**src/rtl/systola_pkg.sv**
```systemverilog
// Shared definitions for the systolic-array column controllers.
// Holds the column state encoding and default array geometry.
package systola_pkg;

   typedef enum logic {
      FILL  = 1'b0,
      ISSUE = 1'b1
   } col_state_e;

   localparam int ROWS_DEF    = 8;
   localparam int INWIDTH_DEF = 16;

endpackage

```
**src/rtl/col_input_ctrl.sv**
```systemverilog
// Column input controller: buffers ROWS operands from the top level, then
// issues them one row per cycle (row 0 first) to give the systolic skew.
module col_input_ctrl
   import systola_pkg::*;
#(
   parameter int ROWS    = ROWS_DEF,
   parameter int INWIDTH = INWIDTH_DEF
) (
   input  logic               clk,
   input  logic               rst,
   input  logic [INWIDTH-1:0] in_w,
   input  logic               wvalid,
   output logic               wready,
   input  logic               pe_stall,
   output logic [INWIDTH-1:0] out_w [0:ROWS-1],
   output logic [0:ROWS-1]    out_v,
   output logic               busy
);

   localparam int            PW   = $clog2(ROWS);
   localparam logic [PW-1:0] LAST = PW'(ROWS - 1);

   col_state_e         r_state;
   col_state_e         w_state_nxt;
   logic [PW-1:0]      r_wcnt;
   logic [PW-1:0]      r_icnt;
   logic [INWIDTH-1:0] r_buf [0:ROWS-1];
   logic               w_xfer;
   logic               w_issue;

   assign w_xfer  = wvalid & wready;
   assign w_issue = (r_state == ISSUE) & ~pe_stall;

   // Pointers are ROWS-sized (power of two), so increment wraps to 0 naturally.
   always_ff @(posedge clk) begin
      if (rst) begin
         r_state <= FILL;
         r_wcnt  <= '0;
         r_icnt  <= '0;
         for (int i = 0; i < ROWS; i++) r_buf[i] <= '0;
      end else begin
         r_state <= w_state_nxt;
         if (w_xfer) begin
            r_buf[r_wcnt] <= in_w;
            r_wcnt        <= r_wcnt + 1'b1;
         end
         if (w_issue) r_icnt <= r_icnt + 1'b1;
      end
   end

   always_comb begin
      w_state_nxt = r_state;
      wready      = 1'b0;
      busy        = 1'b0;
      out_v       = '0;
      case (r_state)
         FILL: begin
            wready = 1'b1;
            if (wvalid && (r_wcnt == LAST)) w_state_nxt = ISSUE;
         end
         ISSUE: begin
            busy = 1'b1;
            if (!pe_stall) begin
               out_v[r_icnt] = 1'b1;
               if (r_icnt == LAST) w_state_nxt = FILL;
            end
         end
         default: w_state_nxt = FILL;
      endcase
   end

   always_comb begin
      for (int i = 0; i < ROWS; i++) out_w[i] = r_buf[i];
   end

endmodule

```
**config.mk**
```make
export PLATFORM = sky130hd
export DESIGN_NAME = col_input_ctrl
export DESIGN_NICKNAME = d
export VERILOG_FILES = /design/src/rtl/systola_pkg.sv /design/src/rtl/col_input_ctrl.sv
export SDC_FILE = /design/constraint.sdc
export NUM_CORES = 1
export LEC_CHECK = 0
export ABC_CLOCK_PERIOD_IN_PS = 2000
export CAP_MARGIN = 20
export CORE_MARGIN = 10
export CORE_UTILIZATION = 47
export DETAILED_ROUTE_END_ITERATION = 7
export HOLD_SLACK_MARGIN = 0.03
export PLACE_DENSITY = 0.81
export SLEW_MARGIN = 15
export SYNTH_ARGS = -nofsm -noshare
export SYNTH_HDL_FRONTEND = slang
export SYNTH_SLANG_ARGS = --single-unit
```
**constraint.sdc**
```tcl
create_clock -name clk -period 2 [get_ports clk]
set_input_delay 0.4 -clock clk [delete_from_list [all_inputs] [get_ports clk]]
set_output_delay 0.4 -clock clk [all_outputs]
set_load 0.02 [all_outputs]
```
# ---- Word level (Yosys, flattened, before mapping)
# Memories as Yosys holds them, arrays and structs flattened.
# Index checks and enable logic that the tools add are counted.
dict set report classes {
  add_sub_neg 2
  order_cmp 2
  n_eq_ne 2
  n_mux 18
  bitwise 5
  n_reduce_logical 3
}
# op n
set op_table {}
lappend op_table {{two-way mux 16 bit} 1}
lappend op_table {{two-way mux 8 bit} 2}
lappend op_table {{OR reduction 16 bit} 1}
lappend op_table {{two-way mux 1 bit} 12}
lappend op_table {{adder 3 x 1 -> 3 bit, second input constant} 2}
lappend op_table {{equality test 3 bit, second input constant} 2}
lappend op_table {{>= comparator 4 bit, second input constant} 1}
lappend op_table {{less-than comparator 4 x 1 -> 1 bit, second input constant} 1}
lappend op_table {{inverter 3 -> 4 bit} 1}
lappend op_table {{demux 1 bit (select 3 bit)} 1}
lappend op_table {{two-way mux 3 bit} 1}
lappend op_table {{bitwise AND 1 bit} 2}
lappend op_table {{logical AND 1 bit} 2}
lappend op_table {{inverter 1 bit} 2}
lappend op_table {{case mux 1 bit (2 select lines)} 1}
dict set report word_totals {
  reg_bits 7
  ram_bits 128
  inputBits 20
  out_inout_bits 138
  word_cells 36
  n_memories 1
}
# memory depth word_bits read_ports rd_ports_with_merged_regs write_ports line_no
set mem_list {}
lappend mem_list {r_buf 8 16 8 0 8 col_input_ctrl.sv:27} ;# logic [INWIDTH-1:0] r_buf [0:ROWS-1];

# ---- Longest topological paths before layout
dict set report logic_depth {
  depth_word 7
  ltp_mapped 4
  mapped_depth_nobuf 4
}

# ---- Worst setup path after synthesis
# Ideal clock, no wire load.
dict set report synth_path {
  path_kind {reg-to-output}
  start {reg r_state}
  end {out out_v[0] (netlist name)}
  arrival_time_ns 1.507
  required_ns 1.600
  setup_slack_ns 0.093
  path_stages_with_launch 5
  n_path_buf 1
  path_cell_list {dfxtp_1 nor2b_1 clkbuf_1 nand2b_1 nor3_1}
}
dict set report synth_via {
  elab_chain_cells 1
}
# element line_no
set synth_rtl {}
lappend synth_rtl {{start, declared} col_input_ctrl.sv:23} ;# col_state_e r_state;
lappend synth_rtl {{start signal, assigned} col_input_ctrl.sv:42} ;# r_state <= w_state_nxt;
lappend synth_rtl {{two-way mux 8 bit} col_input_ctrl.sv:56} ;# case (r_state)
lappend synth_rtl {{end, declared} col_input_ctrl.sv:16} ;# output logic [0:ROWS-1] out_v,
# No other way between the ends.

==> results.txt <==
----------------------------------------------------
[Timing]
  Slew Limit Fails ... 0
  Final setup fails ... 0
  Ratio of final minimum period to clock period ... around 95%
  Actual slew at the worst max-slew pin ... 0.390 ns
  Min Clock Period, post-route ... 1.89 ns
  Slew margin rel. ... 73.9%
  Max Clock Skew ... 0.00771 ns
  Achievable frequency ... 0.528 GHz
  RSZ-0062 raised after global routing ... no
  Final hold vios ... 0
  Total Neg Setup Slack ... 0 ns

[Drt]
  Post-route ant nets ... 0
  Drt first pass iters ... 5
  Sum of routed wire length over all layers ... 13.1 mm
  # DRC ... 0
  Average wire length per cell after detail routing ... 19.5 um
  Total number of vias ... 3,217
  Number of design-rule violations left by the first detailed-router iteration ... around 230
  Drt via density ... 4.81

[Die]
  Placeable core region ... roughly 11,000 um^2
  Number of rows in the core area ... 38
  Height of the die ... between 100 and 150 um
  Starting density of the core ... between 40% and 50%
  Die width ... 125 um
  Die ar. ... 15,700 um^2
  Number of I/O pins ... 158

[Critical path]
  Worst endpoint data arrival time ... 1.49 ns
  Crit-path slowest cell ... sky130_fd_sc_hd__clkdlybuf4s50_1
  Critical Path RT ... 1.60 ns
  Start-to-end type of the worst setup path ... flip-flop to primary output
  Highest net fanout along the worst path ... 1
  CP max stage delay ... 0.64 ns
  Cell family with the largest share of critical-path delay ... buffers and inverters
  Worst path bufs/invs ... 1
  Launching element type of the critical path ... flip-flop
  Worst setup EP type ... primary output
  Crit-path cells ... clkdlybuf4s50_1

[Clock tree]
  Root Driver ... sky130_fd_sc_hd__clkbuf_8
  Number of buffers created by CTS ... 17
  Clock transition at the registers of the reported paths ... about 0.06 ns
  Resized cells post-CTS ... 31
  Clock latency of the later-clocked register in the worst-skew pair ... 0.50 ns
  Number of buffers on the longest clock path ... 2
  Sink Count ... 135
  CTS tree ... done
  CTS hold repair buffers ... 0
  Max H-tree Level ... 4
  Post-CTS Setup Inserts ... 0

[Power]
  VDD IR max ... 470 uV
  Leakage power summed over all cells ... 2.92 nW
  Power per unit of standard cell area ... 877 nW/um^2

[Synthesis]
  Count of distinct cell types in the synthesized netlist ... 23
  Post-Synthesis Cells ... 328
  Synth warn ... 0
  Netlist Area Pre-Place ... 5210 um^2
  Share of synthesized area occupied by flip-flops and latches ... 76.4%
  Post-synthesis area per instance ... approximately 16 um^2
  Synth Net Count ... 352
  Flop and latch count out of synthesis ... 135

[Placed design]
  Count of port buffers added during placement ... 157
  HPWL after DPL ... around 9.5 mm
  Gpl congestion ... 0.778
  Placed Instances ... 637

[Cells and area]
  Number of fillers in the final layout ... 711
  Non-filler instance count after layout ... 669
  Share of cells above drive strength 1 ... 14.6%
  Area added between synthesis and finish ... 47.6%
  Most used cells in the layout excluding fill and tap cells ... sky130_fd_sc_hd__clkdlybuf4s50_1 (147), sky130_fd_sc_hd__and2_1 (128), sky130_fd_sc_hd__edfxtp_1 (128), sky130_fd_sc_hd__clkbuf_16 (16)
  Most common library cell in the layout ignoring fill and taps ... sky130_fd_sc_hd__clkdlybuf4s50_1
  Number of nets in the final layout ... 540
  Number of antenna repair diodes ... 0
  Util after Layout ... 71.0%

[Global route]
  Initial antenna violation count ... 0
  Pin count of the biggest net entering global routing ... 17
  Wire length of the first global-routing pass ... 20.2 mm
  Total routing usage reported by global routing ... 16.7%
  Via count of the first global-routing pass ... 3,437
  Total congestion overflow after global routing ... 0

[Min path]
  Hold Path Class ... flip-flop to flip-flop

[Run]
  Max cap viols ... 0

[Status]
  Run status ... finished, final reports clean

----------------------------------------------------
## sequential cells by signal, indices dropped and copies added (netlist names)
register  cells
r_state       1
r_wcnt        3
r_icnt        3
r_buf       128
## cells in the mapped netlist (all sizes together)
library cell  number  area share [%]
ha                 4            0.96
buf                4            0.50
a211oi             1            0.14
nand4bb            1            0.22
edfxtp           128              74
clkbuf             6            0.43
mux2i              4            0.77
inv                1           0.072
dfxtp              7             2.7
or2                8            0.96
and2             128              15
nor2              18             1.7
nand2              3            0.22
nor2b              2            0.24
nand2b             5            0.60
xnor2              2            0.34
nor3               4            0.70
or4b               1            0.26
a21oi              1           0.096
## power breakdown
part	internal, mW	leakage [nW]	switching (mW)
registers	3.22	1.38	0.0491
logic	0.308	1.28	0.361
clock network	1.65	0.259	1.16
total	5.18	2.92	1.57
## worst paths after layout
path | start | endpoint | slack [ns] | depth (start not counted)
setup reg to reg | r_state | r_buf[0][15] | 0.20 | 5
setup / recovery | r_buf[0][7] | out_w[119] | 0.11 | 1
hold / removal | r_wcnt[1] | r_wcnt[1] | 0.57 | 2
hold reg to reg | r_wcnt[1] | r_wcnt[1] | 0.57 | 2
## area by class of cell
type,instances,area (um^2),area share [%]
Multi-Input combinational cell,182,1190,15.5
Clock inverter,15,130,1.69
Timing Repair Buffer,179,1800,23.4
Sequential cell,135,3980,51.8
Clock buffer,17,414,5.38
Tap cell,140,175,2.28
Inverter,1,3.75,0.0488
## metal layers
| layer | global-route usage [%] | vias to the layer above | wire length (um) |
|---|---|---|---|
| li1 | - | 1518 | - |
| met1 | 18.9 | 1546 | 5170 |
| met2 | 27.5 | 145 | 6500 |
| met3 | 8.07 | 8 | 1300 |
| met4 | 5.01 | 0 | 95 |
| met5 | 0 | - | 0 |
## through the flow
step	hold WS (ns)	area, um^2	total power [mW]	setup WS (ns)
2_1_floorplan	0.501	5210	3.59	0.0930
3_3_place_gp	0.531	7180	3.99	-0.291
3_5_place_dp	0.559	7180	4.00	-0.385
4_1_cts	0.566	7710	6.80	0.0123
5_1_grt	0.618	7690	6.98	0.0104
6_report	0.568	7690	6.75	0.107
## worst min-delay path, cell delays in order, from the launching register on
cell and delay [ns]:
sky130_fd_sc_hd__dfxtp_1 0.34, sky130_fd_sc_hd__mux2i_1 0.13, sky130_fd_sc_hd__nor2_1 0.05
## kinds of logic after synthesis
logic type / count (synthesis) / share of synthesized area, %
compound gates: 2 / 0.240
xor+xnor: 2 / 0.336
mux: 4 / 0.768
simple gates: 170 / 20.3
flops: 135 / 76.4
fa+ha+maj: 4 / 0.960
buf+inv: 11 / 1.01
No activity file was read; power rests on OpenSTA's default activity.
